--- src/rtl/seq_detect_ctrl_pkg.sv ---
// Shared definitions for the serial pattern detector: state encoding,
// reset-time configuration and the window width.
package seq_detect_ctrl_pkg;

  localparam int W = 8;

  typedef enum logic [1:0] {
    ST_IDLE = 2'b00,
    ST_FILL = 2'b01,
    ST_RUN  = 2'b10,
    ST_DONE = 2'b11
  } state_e;

  localparam logic [W-1:0] RST_PATTERN = 8'h0D;
  localparam logic [2:0]   RST_LEN     = 3'd3;
  localparam logic [W-1:0] RST_TARGET  = 8'd0;

  // len is "length minus one", so len=7 selects all eight bits.
  function automatic logic [W-1:0] len_mask(input logic [2:0] len);
    logic [W:0] m;
    m = (9'd1 << ({1'b0, len} + 4'd1)) - 9'd1;
    return m[W-1:0];
  endfunction

endpackage

--- src/rtl/seq_detect_ctrl_pattern_window.sv ---
// Shift window and fill counter for the detector, plus the masked compare
// of the post-shift window against the configured pattern.
module pattern_window
  import seq_detect_ctrl_pkg::*;
(
  input  logic         clk,
  input  logic         rst,
  input  logic         clear,
  input  logic         shift_en,
  input  logic         bit_in,
  input  logic [W-1:0] cfg_pattern,
  input  logic [2:0]   cfg_len,
  output logic         filled,
  output logic         match
);

  logic [W-1:0] window_q, window_d;
  logic [3:0]   fill_q, fill_d;

  always_comb begin
    window_d = window_q;
    fill_d   = fill_q;
    if (clear) begin
      window_d = '0;
      fill_d   = '0;
    end else if (shift_en) begin
      window_d = {window_q[W-2:0], bit_in};
      if (fill_q != 4'd8) fill_d = fill_q + 4'd1;
    end
  end

  // Both flags describe the window as it will be after this shift.
  assign filled = shift_en && (fill_d > {1'b0, cfg_len});
  assign match  = filled && (((window_d ^ cfg_pattern) & len_mask(cfg_len)) == '0);

  always_ff @(posedge clk) begin
    if (rst) begin
      window_q <= '0;
      fill_q   <= '0;
    end else begin
      window_q <= window_d;
      fill_q   <= fill_d;
    end
  end

endmodule

--- src/rtl/seq_detect_ctrl.sv ---
// Serial pattern detector control: config registers, run FSM and saturating
// match counter around the pattern_window datapath. All outputs registered.
module seq_detect_ctrl
  import seq_detect_ctrl_pkg::*;
(
  input  logic         clk,
  input  logic         rst,
  input  logic         cfg_we,
  input  logic [W-1:0] cfg_pattern,
  input  logic [2:0]   cfg_len,
  input  logic [W-1:0] cfg_target,
  input  logic         start,
  input  logic         abort,
  input  logic         bit_valid,
  input  logic         bit_in,
  output logic         busy,
  output logic         tick,
  output logic [W-1:0] match_count,
  output logic         done,
  output logic         cfg_err,
  output logic [1:0]   state_dbg
);

  state_e       state_q, state_d;
  logic [W-1:0] pattern_q, pattern_d;
  logic [2:0]   len_q, len_d;
  logic [W-1:0] target_q, target_d;
  logic [W-1:0] count_q, count_d, count_inc;
  logic         busy_q, busy_d;
  logic         tick_q, tick_d;
  logic         done_q, done_d;
  logic         err_q, err_d;
  logic         win_clear, shift_en, filled, match;

  assign count_inc = (count_q == 8'hFF) ? count_q : count_q + 8'd1;

  pattern_window u_window (
    .clk         (clk),
    .rst         (rst),
    .clear       (win_clear),
    .shift_en    (shift_en),
    .bit_in      (bit_in),
    .cfg_pattern (pattern_q),
    .cfg_len     (len_q),
    .filled      (filled),
    .match       (match)
  );

  always_comb begin
    state_d   = state_q;
    pattern_d = pattern_q;
    len_d     = len_q;
    target_d  = target_q;
    count_d   = count_q;
    tick_d    = 1'b0;
    done_d    = 1'b0;
    err_d     = 1'b0;
    win_clear = 1'b0;
    shift_en  = 1'b0;
    case (state_q)
      ST_IDLE: begin
        if (cfg_we) begin
          pattern_d = cfg_pattern;
          len_d     = cfg_len;
          target_d  = cfg_target;
        end
        if (start) begin
          win_clear = 1'b1;
          count_d   = '0;
          state_d   = ST_FILL;
        end
      end
      ST_FILL, ST_RUN: begin
        if (cfg_we) err_d = 1'b1;
        // Abort suppresses the shift, so a same-cycle completing bit never ticks.
        if (abort) begin
          state_d = ST_IDLE;
        end else if (bit_valid) begin
          shift_en = 1'b1;
          if (filled) state_d = ST_RUN;
          if (match) begin
            tick_d  = 1'b1;
            count_d = count_inc;
            if ((target_q != '0) && (count_inc == target_q)) begin
              state_d = ST_DONE;
              done_d  = 1'b1;
            end
          end
        end
      end
      ST_DONE: state_d = ST_IDLE;
      default: state_d = ST_IDLE;
    endcase
    busy_d = (state_d == ST_FILL) || (state_d == ST_RUN);
  end

  always_ff @(posedge clk) begin
    if (rst) begin
      state_q   <= ST_IDLE;
      pattern_q <= RST_PATTERN;
      len_q     <= RST_LEN;
      target_q  <= RST_TARGET;
      count_q   <= '0;
      busy_q    <= 1'b0;
      tick_q    <= 1'b0;
      done_q    <= 1'b0;
      err_q     <= 1'b0;
    end else begin
      state_q   <= state_d;
      pattern_q <= pattern_d;
      len_q     <= len_d;
      target_q  <= target_d;
      count_q   <= count_d;
      busy_q    <= busy_d;
      tick_q    <= tick_d;
      done_q    <= done_d;
      err_q     <= err_d;
    end
  end

  assign busy        = busy_q;
  assign tick        = tick_q;
  assign done        = done_q;
  assign cfg_err     = err_q;
  assign match_count = count_q;
  assign state_dbg   = state_q;

endmodule
--- config.mk ---
export PLATFORM = sky130hd
export DESIGN_NAME = seq_detect_ctrl
export DESIGN_NICKNAME = d
export VERILOG_FILES = /design/src/rtl/seq_detect_ctrl_pkg.sv /design/src/rtl/seq_detect_ctrl_pattern_window.sv /design/src/rtl/seq_detect_ctrl.sv
export SDC_FILE = /design/constraint.sdc
export NUM_CORES = 1
export LEC_CHECK = 0
export ABC_AREA = 1
export CAP_MARGIN = 0
export CORE_ASPECT_RATIO = 1.4
export CORE_MARGIN = 1.5
export CORE_UTILIZATION = 35
export DETAILED_ROUTE_END_ITERATION = 12
export PLACE_DENSITY = 0.68
export SLEW_MARGIN = 20
export SYNTH_ARGS = -nofsm -noshare
export SYNTH_HDL_FRONTEND = slang
export SYNTH_SLANG_ARGS = --single-unit
--- constraint.sdc ---
create_clock -name clk -period 5.9 [get_ports clk]
set_input_delay 0.59 -clock clk [delete_from_list [all_inputs] [get_ports clk]]
set_output_delay 0.59 -clock clk [all_outputs]
set_load 0.01 [all_outputs]
; After elaboration in Yosys (flattened, before gate mapping)
; Cells that the tools add are included.
[word_totals]
romBits = 0
ram_bits = 0
latchBits = 0
out_inout_bits = 14
elab_cells = 74
input_bits = 26
mem_count = 0
register_bits = 45
[op_classes]
eq_ne = 12
add_sub_neg = 4
shifts = 1
n_bitwise = 5
n_div = 0
n_lt_le_gt_ge = 1
n_reduce_logical = 14
multipliers = 0
n_mux = 26
[op_table]
columns = operator, n
row1 = 8-bit 2-to-1 mux, 7
row2 = 8-bit one-hot mux with 2 select lines, 1
row3 = 2-bit 2-to-1 mux, 6
row4 = 4-bit 2-to-1 mux, 3
row5 = 8-bit by 1-bit adder with 8-bit output (second input constant), 1
row6 = 8-bit AND, 1
row7 = 8-bit equality test, 1
row8 = 8-bit equality test (second input constant), 1
row9 = 8-bit zero test, 1
row10 = 1-bit 2-to-1 mux, 8
row11 = 2-bit inequality test (second input constant), 4
row12 = 8-bit nonzero test, 1
row13 = 1-bit by 4-bit << shifter with 8-bit output (first input constant), 1
row14 = 8-bit by 1-bit subtractor with 8-bit output (second input constant), 1
row15 = 8-bit XOR, 1
row16 = 2-bit equality test (second input constant), 3
row17 = 2-bit one-hot mux with 3 select lines, 1
row18 = 5-bit AND reduction, 1
row19 = 5-bit OR reduction, 1
row20 = 3-bit by 1-bit adder with 4-bit output (second input constant), 1
row21 = 4-bit by 1-bit adder with 4-bit output (second input constant), 1
row22 = 2-bit by 1-bit equality test with 1-bit output (second input constant), 2
row23 = 4-bit by 3-bit greater-than comparator with 1-bit output, 1
row24 = 4-bit inequality test (second input constant), 1
row25 = 8 further kinds, 13

; Depth between registers and ports, before layout
; Gate-level depths: netlist of the first run.
[depth]
ltp_word = 15
mapped_depth = 21
ltp_nobuf = 21

; Hierarchy
; Synthesis of the first run repeated with hierarchy kept, for this count alone.
[unflattened]
hier_cells = 411
hier_area_um2 = 2593.7
[modules_own_cells]
columns = module, seq_area_each_um2, n_inst, area_per_inst_um2, cells_per_inst
row1 = seq_detect_ctrl, 660.6, 1, 1606.5, 239
row2 = pattern_window, 240.2, 1, 987.2, 172

; Worst setup path before layout of the first run
; No wires, ideal clock.
[synth_timing]
path_type = flip-flop to flip-flop
startpoint = register state_q[0], in the netlist state_dbg[0]
endpoint = register count_q[0], in the netlist match_count[0]
setup_ps = 139
path_slack_ps = 3074
n_path_buf = 1
arrival_ps = 2687
period_less_slack_ps = 2826
t_required_ps = 5761
path_stages_with_launch = 19
path_cell_list = dfxtp_1 inv_1 ha_1 nand3_4 buf_6 o21ai_0 inv_1 nor4_1 ha_1 nand3_1 o21ai_0 nand2_1 nand2_1 nor2_2 nand3_2 nand2_4 nand2_8 nand2_1 a21oi_2
[synth_via]
elab_cells_between_ends = 23
classes_between = order compare: 1 / eq/ne: 6 / mux: 7 / bitwise: 2 / reduce/logical: 7
[synth_lines]
columns = element, line
row1 = start: declaration, seq_detect_ctrl.sv:24  ; state_e state_q, state_d;
row2 = start signal: assignment, seq_detect_ctrl.sv:109  ; state_q <= state_d;
row3 = 2-bit by 1-bit equality test with 1-bit output or 2-bit equality test (tied branches), seq_detect_ctrl.sv:60  ; case (state_q)
row4 = 2-bit OR reduction, seq_detect_ctrl.sv:60
row5 = 1-bit 2-to-1 mux, seq_detect_ctrl.sv:60
row6 = 4-bit 2-to-1 mux, seq_detect_ctrl_pattern_window.sv:26  ; end else if (shift_en) begin
row7 = 4-bit 2-to-1 mux *, seq_detect_ctrl_pattern_window.sv:23  ; if (clear) begin
row8 = named net u_window.fill_d[2], seq_detect_ctrl_pattern_window.sv:18  ; logic [3:0] fill_q, fill_d;
row9 = 4-bit by 3-bit greater-than comparator with 1-bit output *, seq_detect_ctrl_pattern_window.sv:33  ; assign filled = shift_en && (fill_d > {1'b0, cfg_len});
row10 = 1-bit logical AND *, seq_detect_ctrl_pattern_window.sv:33
row11 = 1-bit logical AND *, seq_detect_ctrl_pattern_window.sv:34  ; assign match = filled && (((window_d ^ cfg_pattern) & len_mask(cfg_len)) == '0);
row12 = 2-bit inequality test (no source line) *, n/a
row13 = 5-bit AND reduction (no source line) *, n/a
row14 = end signal: assignment, seq_detect_ctrl.sv:113  ; count_q <= count_d;
row15 = end: declaration, seq_detect_ctrl.sv:28  ; logic [W-1:0] count_q, count_d, count_inc;
; Mark *: on every way through the listed nets, which the timed path passes. The rest lies on a longest branch.
; A chain may end at the register's enable or synchronous reset.

; Worst setup path after layout of the first run
[layout_timing]
startpoint = register state_q[0], in the netlist state_dbg[0]
endpoint = register count_q[1], in the netlist match_count[1]
; Same word-level chain as after synthesis.

==> results of run 1 <==
routing by layer:
| metal | up-vias | global-route usage (%) |
|---|---|---|
| met2 | 60 | 31.4 |
| met4 | 0 | 7.27 |
| li1 | 1387 | - |
| met1 | 1207 | 20.2 |
| met3 | 14 | 2.80 |
| met5 | - | 0 |
critical path: cells and delay by family, from the launching register on:
family          cells  cell delay, ps
compound gates      3             360
fa+ha+maj           2             960
buf+inv             2             130
flops               1             400
simple gates       10            1400
through the flow:
stage | instances | setup slack [ps] | power (mW) | util (%) | hold slack (ps)
final | 534 | 2520 | 0.668 | 43.9 | 473
after CTS | 534 | 2500 | 0.672 | 43.9 | 475
after global routing | 534 | 2090 | 0.707 | 43.9 | 510
after floorplan | 400 | 3070 | 0.426 | - | 444
after global placement | 526 | 2530 | 0.468 | 42.7 | 462
after detailed placement | 526 | 2410 | 0.470 | 42.7 | 462
state kept, by name, indices dropped and copies added (netlist names):
register and flops:
target_q 8, done 1, u_window.window_q 8, u_window.fill_q 4
busy 1, match_count 8, pattern_q 8, state_dbg 2
tick 1, len_q 3, cfg_err 1
cells in the mapped netlist:
cell type	number
sky130_fd_sc_hd__nand2_1	101
sky130_fd_sc_hd__nand2_8	1
sky130_fd_sc_hd__xnor2_1	3
sky130_fd_sc_hd__xor2_1	2
sky130_fd_sc_hd__ha_1	11
sky130_fd_sc_hd__o31ai_1	1
sky130_fd_sc_hd__buf_6	2
sky130_fd_sc_hd__buf_2	1
sky130_fd_sc_hd__clkbuf_1	8
sky130_fd_sc_hd__o211ai_1	5
sky130_fd_sc_hd__nor3_1	3
sky130_fd_sc_hd__o21ai_0	20
sky130_fd_sc_hd__nand3_2	2
sky130_fd_sc_hd__nand3_4	1
sky130_fd_sc_hd__nor2_4	1
sky130_fd_sc_hd__nor2_1	33
sky130_fd_sc_hd__o21ai_1	1
sky130_fd_sc_hd__and2_1	1
sky130_fd_sc_hd__nand4_1	19
sky130_fd_sc_hd__nor2_2	3
sky130_fd_sc_hd__nand3b_1	6
sky130_fd_sc_hd__nor4_1	3
sky130_fd_sc_hd__nand2_2	10
sky130_fd_sc_hd__o21bai_1	2
sky130_fd_sc_hd__a32oi_1	1
sky130_fd_sc_hd__a21oi_2	8
sky130_fd_sc_hd__nand3_1	36
sky130_fd_sc_hd__nand2_4	2
sky130_fd_sc_hd__dfxtp_1	45
sky130_fd_sc_hd__inv_2	2
sky130_fd_sc_hd__a21oi_1	15
sky130_fd_sc_hd__inv_1	51
power breakdown:
part	leakage [nW]	switching, mW	internal, mW
Clock	0.0512	0.108	0.0951
Sequential	0.368	0.0106	0.318
Combinational	0.993	0.0828	0.0535
Total	1.41	0.202	0.466
cell families (layout without fill, tap and decap cells):
family | Yosys count | in the layout | share of synthesized area, %
XOR/XNOR | 5 | 5 | 1.61
flip-flops | 45 | 45 | 33.1
buffers and inverters | 64 | 101 | 9.44
AND/OR/NAND/NOR | 222 | 222 | 39.0
AO/OA/AOI/OAI | 53 | 53 | 11.7
adder cells (fa/ha/maj) | 11 | 11 | 5.06
layout make-up:
type | instances | area (µm²)
fill | 772 | 4180
multi-input combinational | 291 | 1560
sequential | 45 | 901
timing repair buffer | 40 | 398
inverter | 53 | 199
tap | 97 | 121
clock buffer | 6 | 82.6
clock inverter | 2 | 13.8
how the worst max path moves through the flow:
| stage | cells past startpoint | slack, ps | startpoint | endpoint |
|---|---|---|---|---|
| after floorplan | 18 | 3070 | state_dbg[0]$_SDFF_PP0_ | match_count[0]$_SDFFE_PP0P_ |
| after global placement | 15 | 2530 | start | match_count[1]$_SDFFE_PP0P_ |
| after detailed placement | 15 | 2410 | start | match_count[1]$_SDFFE_PP0P_ |
| after CTS | 17 | 2500 | state_dbg[0]$_SDFF_PP0_ | match_count[1]$_SDFFE_PP0P_ |
| after global routing | 17 | 2090 | state_dbg[0]$_SDFF_PP0_ | match_count[0]$_SDFFE_PP0P_ |
| final | 17 | 2520 | state_dbg[0]$_SDFF_PP0_ | match_count[1]$_SDFFE_PP0P_ |
==> results, run 1 <==
- The per-cell routed wire length is ~13 µm.
- Sorting the synthesized cells by area gives the leading types as sky130_fd_sc_hd__dfxtp_1 33%, sky130_fd_sc_hd__nand2_1 14%, sky130_fd_sc_hd__inv_1 7.0%, sky130_fd_sc_hd__nand3_1 6.6%, sky130_fd_sc_hd__ha_1 5.1%.
- The core region is between 7000 and 8000 µm².
- STA classifies the critical path startpoint as a register.
- The tree built by TritonCTS fans out to 45 sinks.
- The total of buffers placed on input and output ports is 39.
- In this design, the stage delay of the slowest critical-path cell is ~640 ps.
- The via count of the first global-routing pass came to between 2000 and 3000.
- For this block, wires on met1 add up to around 2.9 mm.
- Dividing total power by cell area gives a power density of 204 nW/µm².
- Summing over every cut layer, the via total after detailed routing is ~2700.
- The library cell with the largest summed area after synthesis is sky130_fd_sc_hd__dfxtp_1.
- For this configuration, the core starts out at a cell density of 36.5%.
- The data arrival time of the critical path is approximately 3600 ps.
- The classification of the worst setup path is reg2reg.
- In this run the cell area measured after placement is 3180 µm².
- The net count of the finished layout is between 400 and 500.
- The H-tree was split into 2 levels.
- The hold buffer count at CTS is 0.
- The sum of negative setup slack is 0 ps.
- The clock edge transition at the registers on the reported setup and hold paths is 90 ps.
- The worst setup slack for register-to-register paths is about 2500 ps.
- The highest layer touched by signal routing is met4.
- Clock tree synthesis selected as its root buffer the cell sky130_fd_sc_hd__clkbuf_8.
- The number of gates resized after cts is 0.
- The wire-length estimate of the detail-placed layout is between 5 and 6 mm.
- In the finished design, the share of the clock period the worst path needs comes to between 50 and 60%.
- The maximum frequency from static timing analysis is about 0.30 GHz.
- The largest individual stage delay along the critical path comes from the cell sky130_fd_sc_hd__ha_1.
- The TritonCTS clock tree is done.
- The violation count after the first detailed-route iteration is 189.
- For this design the static power due to leakage is 1.41 nW.
- The top cell type by area accounts for roughly 33% of the synthesized area.
- Synthesis inferred 45 register bits.
- In this run the horizontal extent of the chip is 77.5 µm.
- Counting along the longest clock path gives a buffer depth of 2.
- Counting every net in the synthesized netlist gives roughly 440.
- The area of all placed cells without fillers is between 3000 and 4000 µm².
- The instance count of the mapped netlist is 400.
- The cell area that synthesis handed to floorplanning was 2720 µm².
- In the layout the commonest cells are 101 x sky130_fd_sc_hd__nand2_1, 51 x sky130_fd_sc_hd__inv_1, 45 x sky130_fd_sc_hd__dfxtp_1.
- The number of unique standard cell types used by synthesis is 32.
- In this run the core area contains 37 standard-cell rows.
- The kind of end point of the critical path is a register.
- The vertical extent of the die is 107 µm.
- The flow ran to the end, and the final reports show no timing, DRC or antenna violations.
- For this run, the number of Yosys warnings is 0.
- Once detail routing completed, the nets flagged for antenna violations numbered 0.
- The count of maximum capacitance violations is 0.
- Along the worst hold path, the cell count comes to 2.
- The first global-routing pass estimated between 10 and 15 mm of wire.
- Between clock sinks in the finished design, the worst skew comes to around 17 ps.
- At the pin with the least slew margin, the transition time is between 700 and 800 ps.
- The met3 layer wire length in the routed design is ~220 µm.
- The portion of the post-synthesis area used by sequential elements is about 33%.
- The final weighted congestion of routability-driven global placement is 0.856.
- The worst-path maximum fanout is 17.
- The worst-case IR drop observed on VDD is around 120 µV.
- The min-delay analysis places its worst path in the category reg2reg.
- Buffers added to address setup during post-CTS repair amount to 0.
- The number of DRC violations after detailed routing is 0.
- The overall routing resource usage is 17.4%.
- Counting cells, the worst reg-to-reg path comes to 17.
- After synthesis, the mean cell area works out to between 6 and 7 µm².
- Entering global routing, the biggest net connects 28 pins.
- The number of CTS-inserted buffers is 5.
- The data required time at the worst endpoint is 6090 ps.
- The leading cell type in the layout, fill and taps excluded is sky130_fd_sc_hd__nand2_1.
- The relative area change from synthesis to final layout is 20.5%.
- The boundary pin count is 40.
- The destination of the worst register-to-register timing path is match_count[1]$_SDFFE_PP0P_.
- In this design, the critical path's most frequently occurring cell is sky130_fd_sc_hd__nand2_1.
- The routed length on met2 is 3.41 mm.
- The fraction of final layout cells sized beyond drive strength 1 is under 10%.
- Setup repair after global routing left no endpoint under its margin.
- The floorplan die area is between 8000 and 9000 µm².
- The first detailed-routing pass took 5 iterations.
- The terminating pin of the worst hold path is pattern_q[1]$_SDFFE_PP0P_.
- The number of antenna violations at the first check in global routing is 0.
- The critical path goes through inv_1 -> ha_1 -> nand3_4 -> o21ai_0 -> inv_1 -> nor4_1 -> ha_1 -> nand3_1 -> o21ai_0 -> nand2_1 -> nand2_1 -> nor2_2 -> nand3_2 -> nand2_4 -> nand2_8 -> nand2_1 -> a21oi_2.
- The total length of routed wires is ~6.7 mm.
- The clock latency of the later-clocked register in the worst-skew pair is 300 ps.
- In this run the critical register-to-register path is launched from state_dbg[0]$_SDFF_PP0_.
- Setup violations remaining at the end of the flow were counted as 0.
- The clock period could shrink to about 3400 ps.
- In this run the most critical hold path is launched from pattern_q[1]$_SDFFE_PP0P_.
- The number of pins with negative max-slew slack in the final report is 0.
- The mean number of vias per cell is ~5.
- The worst slew margin relative to its limit is 47.8%.
- The count of final hold-check violations came to 0.
- The total grt overflow is 0.
- The count of inserted antenna diode cells is 0.
Note: power is estimated with default switching activity, not from simulation.
==> run 2: changes to the inputs <==
==> constraint.sdc (replaced) <==
create_clock -name clk -period 3.5 [get_ports clk]
set_input_delay 0.35 -clock clk [delete_from_list [all_inputs] [get_ports clk]]
set_output_delay 0.35 -clock clk [all_outputs]
set_load 0.01 [all_outputs]
==> run 2 against run 1 <==
Non-clock buffer count rose by 3. First-iteration DRC count is 6.9% lower. Power grew 66%. Largest power group unchanged. Critical endpoint is now match_count[6]$_SDFFE_PP0P_. Critical path depth shrank 1. Fmax is 12% higher.
==> results, run 2 (synthesis results as in run 1) <==
- The flow ran to the end, and the final reports show no timing, DRC or antenna violations.
- The total of buffers placed on input and output ports is 39.
- The kind of end point of the critical path is a register.
- The first element of the critical path is state_dbg[0]$_SDFF_PP0_.
- VDD sags by at most around 180 µV.
- The clock latency of the later-clocked register in the worst-skew pair is just under 300 ps.
- In the final design database the tool counted 476 nets.
- Clock-pin slew was measured on the worst setup and hold paths at ~80 ps.
- The pre-antenna-repair detailed-routing pass consisted of 4 iterations.
- The fill cell total of the finished layout is approximately 760.
- The detailed router finished its first iteration with ~180 violations.
- In this run the most critical hold path is launched from pattern_q[5]$_SDFFE_PP0P_.
- The min-delay analysis places its worst path in the category reg2reg.
- The critical register-to-register path startpoint is state_dbg[0]$_SDFF_PP0_.
- After detailed routing, the number of remaining DRC violations is 0.
- The first global-routing pass estimated roughly 11 mm of wire.
- The library cell used most frequently in the layout, excluding fill and tap cells, is sky130_fd_sc_hd__nand2_1.
- The area of all placed cells without fillers is about 3300 µm².
- Global routing finished with a remaining overflow of 0.
- The data required time at the worst endpoint is 3740 ps.
- Summed over all cells, the static leakage comes to 1.42 nW.
- The transition time of the tightest slew-check pin is between 500 and 600 ps.
- The vertical extent of the die is approximately 110 µm.
- Of all nets on the critical path, the largest fanout is 17.
- The clock period minus final worst setup slack is ~3000 ps.
- The post-detailed-route count of antenna-violating nets is 0.
- The met3 layer usage reported by global route is 2.54%.
- The busiest metal layer after global routing is met2.
- The largest buffer count on any clock path is 2.
- TritonCTS built the clock tree.
- The number of gates resized after cts is 0.
- Measured on the finished design, the core utilization comes to between 40% and 50%.
- The count of final hold-check violations is 0.
- The post-route fraction of the period consumed by the critical path is between 80% and 90%.
- The overall routing resource usage is between 10% and 20%.
- Setup violations remaining at the end of the flow were counted as 0.
- After floorplanning, the core was sized to cover 7450 µm².
- Post-CTS timing repair inserted 0 buffers for setup.
- The final weighted congestion of routability-driven global placement is between 0.8 and 0.9.
- The via count of the first global-routing pass is about 2500.
- The initial utilization of the core area, before any placement, comes to 36.5%.
- Using the TritonRoute via totals, the vias-per-cell ratio works out to approximately 4.8.
- The type of origin of the critical path is a register.
- In the layout the commonest cells are 101 x sky130_fd_sc_hd__nand2_1, 51 x sky130_fd_sc_hd__inv_1, 45 x sky130_fd_sc_hd__dfxtp_1.
- After layout, the worst setup slack is 488 ps.
- The count of maximum capacitance violations is 0.
- The number of cells in the finished layout apart from fillers is ~540.
- The setup clock skew after layout is between 8 and 9 ps.
- Derived from the worst setup path, the maximum achievable clock frequency is 0.332 GHz.
- The boundary pin count is 40.
- The critical path is of the reg2reg type.
- The placement-stage worst setup slack is around 320 ps.
- The worst pin sits at a relative slew slack of 63.9%.
- In this run the cell area measured after placement is roughly 3200 µm².
- The repair_antennas step left the layout with diodes totalling 0.
- Setup total negative slack on the finished layout was measured at 0 ps.
- The pin count of the biggest net entering global routing is 27.
- The floorplan has 37 rows.
- Measured along the x axis, the die boundary spans about 77 µm.
- Hold repair after CTS inserted 0 buffers.
- Dividing the detail-routed wire length by the instance count gives between 10 and 15 µm.
- The floorplan die area is 8310 µm².
- The number of instances in the placed design is 529.
- The wire-length estimate of the detail-placed layout is roughly 5.2 mm.
- Global routing used between 20% and 30% of the available met1 tracks.
- Global routing used a little under a third of the available met2 tracks.
- The number of antenna violations at the first check in global routing was 0.
- The total length of routed wires is around 6.5 mm.
- The clock net sink count is 45.
- The data arrival time of the critical path is 3250 ps.
- Counting the buffers created by CTS gives 5.
- Setup repair after global routing left no endpoint under its margin.
- The number of pins with negative max-slew slack in the final report is 0.
- The power per unit of standard cell area is between 300 and 400 nW/µm².
- Of the cells placed in the final design, the portion with a size suffix greater than 1 is a little under a tenth.
- From synthesis to final layout, the design area changed by 21.0%.
- The number of vias in the routed layout is ~2600.
- The clock root buffer is sky130_fd_sc_hd__clkbuf_8.
- The clock tree synthesis step divided the H-tree into 2 levels.
[run 2: cell types whose count changed in the layout (fill, tap and decap cells not counted)]
cell | before | now
sky130_fd_sc_hd__clkinv_4 | 1 | 0
sky130_fd_sc_hd__buf_4 | 1 | 4
sky130_fd_sc_hd__clkbuf_1 | 0 | 1
sky130_fd_sc_hd__clkinv_2 | 1 | 0
[run 2: metal layers]
metal / part of all wire [%] / wire length [µm]
met3: 3.5 / 224
met2: 51 / 3320
met1: 43 / 2810
met4: 1.9 / 121
met5: 0 / 0
[run 2: final cells by class]
cell class                      count  area [µm²]  area share (%)
Multi-Input combinational cell    291        1560            47.5
Sequential cell                    45         901            27.4
Timing Repair Buffer               43         420            12.8
Inverter                           53         199            6.05
Tap cell                           97         121            3.69
Clock buffer                        7        86.3            2.63
[run 2: final timing paths]
kind	to	slack, ps	depth (start not counted)
max reg2reg	match_count[6]$_SDFFE_PP0P_	490	16
min	pattern_q[5]$_SDFFE_PP0P_	480	2
min reg2reg	pattern_q[5]$_SDFFE_PP0P_	480	2
max	match_count[6]$_SDFFE_PP0P_	490	16
[run 2: stage by stage]
| stage | power [mW] | hold slack (ps) |
|---|---|---|
| 2_1_floorplan | 0.719 | 444 |
| 3_3_place_gp | 0.791 | 460 |
| 3_5_place_dp | 0.794 | 465 |
| 4_1_cts | 1.12 | 477 |
| 5_1_grt | 1.18 | 501 |
| 6_report | 1.11 | 477 |
[run 2: power by group]
| part | leakage, nW | switching (mW) | internal, mW | total (mW) |
|---|---|---|---|---|
| sequential | 0.368 | 0.0173 | 0.536 | 0.553 |
| combinational | 1.01 | 0.135 | 0.0932 | 0.229 |
| clock | 0.0443 | 0.172 | 0.157 | 0.330 |
[run 2: worst max-delay path: stages, from the launching register on]
cell and delay [ps]:
sky130_fd_sc_hd__dfxtp_1 400, sky130_fd_sc_hd__inv_1 80, sky130_fd_sc_hd__ha_1 360, sky130_fd_sc_hd__nand3_4 220, sky130_fd_sc_hd__o21ai_0 220, sky130_fd_sc_hd__inv_1 50, sky130_fd_sc_hd__nor4_1 290, sky130_fd_sc_hd__ha_1 320
sky130_fd_sc_hd__nand3_1 70, sky130_fd_sc_hd__o21ai_0 80, sky130_fd_sc_hd__nand2_1 80, sky130_fd_sc_hd__nand2_1 90, sky130_fd_sc_hd__nor2_2 140, sky130_fd_sc_hd__nand3_2 110, sky130_fd_sc_hd__nand2_4 150, sky130_fd_sc_hd__nand4_1 150
sky130_fd_sc_hd__a21oi_2 140
==> edit 1 (flow settings as in run 2) <==
Make the reset (`rst`) asynchronous in 2 clocked blocks.
--- a/src/rtl/seq_detect_ctrl_pattern_window.sv
+++ b/src/rtl/seq_detect_ctrl_pattern_window.sv
@@ -33,7 +33,7 @@
   assign filled = shift_en && (fill_d > {1'b0, cfg_len});
   assign match  = filled && (((window_d ^ cfg_pattern) & len_mask(cfg_len)) == '0);
 
-  always_ff @(posedge clk) begin
+  always_ff @(posedge clk or posedge rst) begin
     if (rst) begin
       window_q <= '0;
       fill_q   <= '0;
--- a/src/rtl/seq_detect_ctrl.sv
+++ b/src/rtl/seq_detect_ctrl.sv
@@ -94,7 +94,7 @@
     busy_d = (state_d == ST_FILL) || (state_d == ST_RUN);
   end
 
-  always_ff @(posedge clk) begin
+  always_ff @(posedge clk or posedge rst) begin
     if (rst) begin
       state_q   <= ST_IDLE;
       pattern_q <= RST_PATTERN;
Check against the original RTL: differs if rst is asserted again (counterexample within 4 cycles, from zero or initial values and one cycle with rst high); with rst held inactive, the same outputs for 4 cycles.
==> edit 1 against run 2 <==
Sequential cell count unchanged; clock skew fell by 0.0016 ns; sequential share of layout area increased by 6.2 points; setup slack got worse by 0.11 ns; routed wire length shrank 1.6%; area after synthesis up 2.8%; design area increased by 2.5%; critical path type unchanged; critical endpoint is now match_count[2]$_DFFE_PP0P_.
Power is not compared: it rests on default switching activity, and its combinational part moved more than twofold at a synthesized area within 25%.
==> edit 1: results <==
clocking:
  clkLatencyLatePin_ns: 0.31
  htree_num_levels: 2
  clockBufferDepth: 2
  path_clk_slew_ns: 0.08
yosys:
  synth_nets: 415
  synthAdderAreaFrac_pct: 4.03
  synth_common_cells: "nand2_1, inv_1, dfrtp_1"
  synthMuxAreaShare_pct: 0.806
  synth_compound_area_share_pct: 9.41
  synth.area.top_cells: "dfrtp_1, nand2_1, inv_1"
  ys_warn_count: 0
  yosys.area_share.xor_xnor_pct: 1.25
  ys_seq_area_share_pct: 40.5
  yosysUniqueCellTypes: 37
  async_flop_share_pct: 100
  synthFlopType: "dfrtp_1"
timing:
  fin_worst_skew_ns: 0.00692
  holdWs_ns: 0.491
  slew_headroom_pct: 44.6
setup_path:
  r2r_slack_ns: 0.38
  timing.rr.start: "state_dbg[0]$_DFF_PP0_"
  slowest_stage: "dfrtp_1"
  path_delay_family: "compound AO/OA/AOI/OAI gates"
  rr_endpoint: "match_count[2]$_DFFE_PP0P_"
  ff2ff_path_depth: 16
  arrival_ns: 3.36
  slowest_delay_ns: 0.41
  path_max_fanout: 18
routing:
  wirelength_um: 6370
  first_iter_violations: 87
  num_vias: 2479
global_routing:
  grt_pass1_wl_um: 10800
  grt_max_degree: 46
  grt_usage_pct: 16.1
final_layout:
  layout-drive-gt1-share_pct: 9.69
  fillerInstances: 791
  final_nets: 457
status:
  status: "finished clean"
placement:
  portBuffers: 39
  gp_congestion: 0.839
  placed_cell_area_um2: 3290
  place.detailed.hpwl_um: 4870
pwr:
  vdd_drop_max_mv: 0.213
min_path:
  hp-class: "in -> async"
run:
  cap_violations: 0
-- edit 1: worst max path at each step --
stage / start / endpoint / slack, ns / depth (start not counted)
detailed placement: abort / match_count[2]$_DFFE_PP0P_ / 0.26 / 16
global route: state_dbg[0]$_DFF_PP0_ / match_count[2]$_DFFE_PP0P_ / 0.13 / 16
finish: state_dbg[0]$_DFF_PP0_ / match_count[2]$_DFFE_PP0P_ / 0.38 / 16
global placement: abort / match_count[2]$_DFFE_PP0P_ / 0.38 / 16
floorplan: state_dbg[0]$_DFF_PP0_ / match_count[0]$_DFFE_PP0P_ / 0.78 / 18
CTS: state_dbg[0]$_DFF_PP0_ / match_count[2]$_DFFE_PP0P_ / 0.39 / 16
-- edit 1: power groups by stage --
stage / sequential, mW / combinational [mW] / clock, mW
6_report: 0.858 / 1.09 / 0.320
5_1_grt: 0.881 / 1.24 / 0.355
4_1_cts: 0.856 / 1.10 / 0.332
3_5_place_dp: 0.866 / 1.09 / 0
3_3_place_gp: 0.860 / 1.07 / 0
2_1_floorplan: 0.849 / 0.806 / 0
-- edit 1: worst min-delay path, cell delays in order --
cell	delay (ns)
clkdlybuf4s50_1	0.40
clkinv_1	0.05
buf_4	0.47
-- edit 1: logic make-up (layout without fill, tap and decap cells) --
group	count (synthesis)	count (layout)
xor+xnor	4	4
compound gates	41	41
fa+ha+maj	9	9
flops	45	45
simple gates	203	203
buf+inv	75	118
mux	2	2
other cells	1	1
-- edit 1: through the flow --
step | std cells | util [%] | setup WS, ns
after global routing | 523 | 43.5 | 0.126
after CTS | 523 | 43.5 | 0.392
after floorplan | 380 | - | 0.780
final | 523 | 43.5 | 0.376
after global placement | 515 | 42.4 | 0.385
after detailed placement | 515 | 42.4 | 0.263
-- edit 1: layout make-up --
cell class	count	area share [%]
clock inverter	2	0.297
timing repair buffer	45	12.9
sequential	45	33.6
tap	100	3.71
inverter	65	7.24
clock buffer	6	2.15
multi-input combinational	260	40.1
-- edit 1: routing by layer --
layer / GRT usage (%) / vias up / wire, µm
li1: - / 1282 / -
met2: 31.1 / 45 / 3450
met3: 3.68 / 12 / 226
met1: 16.9 / 1140 / 2570
met5: 0 / - / 0
met4: 5.48 / 0 / 119
==> edit 2 (config.mk and constraints of run 2) <==
Made on the original files. Change the package constant `W` from 8 to 10.
--- a/src/rtl/seq_detect_ctrl_pkg.sv
+++ b/src/rtl/seq_detect_ctrl_pkg.sv
@@ -2,7 +2,7 @@
 // reset-time configuration and the window width.
 package seq_detect_ctrl_pkg;
 
-  localparam int W = 8;
+  localparam int W = 10;
 
   typedef enum logic [1:0] {
     ST_IDLE = 2'b00,
Ports: changed (resized cfg_pattern, cfg_target and match_count); port bits go from 40 to 46. No check against the original RTL was run, so the function may have changed too.
==> edit 2 against run 2 <==
Design area rose by 12%; count of clock-buffer cells in the layout did not move; sequential cell count rose by 6; core utilization fell by 0.72 points; routed wire length rose by 19%; synthesized cell count rose by 17%; area after synthesis rose by 12%; die area rose by 11%; setup slack got worse by 0.13 ns.
Power is not compared: it rests on default switching activity, and its combinational part moved more than twofold at a synthesized area within 25%.
==> edit 2: results <==
global_routing:
  gr-usage-met1_pct: 19.0
  grt_pass1_wl_um: 12800
  use_met3_pct: 2.74
  grt_usage_pct: 17.7
  grt_max_degree: 30
  grt_pass1_vias: 2915
final_layout:
  n_all_buffers: 49
  fillerInstances: 921
  buf_share_pct: 12.9
  clock_buffer_count: 7
  multiInputGateArea_um2: 1670
  seq_cells: 51
  multi_input_area_share_pct: 45.3
  layout-drive-gt1-share_pct: 5.50
  clock_area_share_pct: 3.73
  final_nets: 547
  multi_input_cells: 335
yosys:
  synth.area.top_cells: "dfxtp_1, nand2_1, inv_1"
  synth.avg_cell_area_um2: 6.48
  synth_nets: 507
  yosysUniqueCellTypes: 34
  yosys.area_share.xor_xnor_pct: 1.45
  synth_compound_area_share_pct: 12.3
  synthAdderAreaFrac_pct: 3.72
  synth_common_cells: "nand2_1, inv_1, dfxtp_1"
  ys_seq_area_share_pct: 33.7
placement:
  gp_congestion: 0.901
  pre_cts_slack_ns: 0.225
  portBuffers: 44
  placed_cell_area_um2: 3550
pwr:
  comb-power_mw: 0.508
setup_path:
  slowest_delay_ns: 0.38
  path_max_fanout: 12
  arrival_ns: 3.31
routing:
  met1Wirelength_um: 3200
  num_vias: 3089
  met3_length_um: 228
  wirelength_um: 7700
  wl_met2_um: 4090
timing:
  fin_worst_skew_ns: 0.00603
  worst_pin_slew_ns: 0.653
die:
  tapCellCount: 105
clocking:
  numCtsBuffers: 5
status:
  status: "finished clean"
## edit 2: cell types whose count changed after synthesis, moves of 4 or more
cell and change:
nand4_1 +5, dfxtp_1 +6, o21ai_0 +9, inv_1 +13
a21oi_2 -8, nor2_1 +15, a21oi_1 +17, nand2_2 -4
nand3b_1 -4, nand2_1 +15
## edit 2: path summary, 6_finish.rpt
path / slack (ns) / startpoint / cells after the start / endpoint
worst min-delay path: 0.47 / pattern_q[8]$_SDFFE_PP0P_ / 2 / pattern_q[8]$_SDFFE_PP0P_
worst max register to register: 0.36 / state_dbg[0]$_SDFF_PP0_ / 21 / match_count[0]$_SDFFE_PP0P_
worst max-delay path: 0.36 / state_dbg[0]$_SDFF_PP0_ / 21 / match_count[0]$_SDFFE_PP0P_
worst min register to register: 0.47 / pattern_q[8]$_SDFFE_PP0P_ / 2 / pattern_q[8]$_SDFFE_PP0P_
## edit 2: worst min-delay path, cell delays in order, from the launching register on
cell,delay (ns)
dfxtp_1,0.31
inv_1,0.06
a21oi_1,0.05
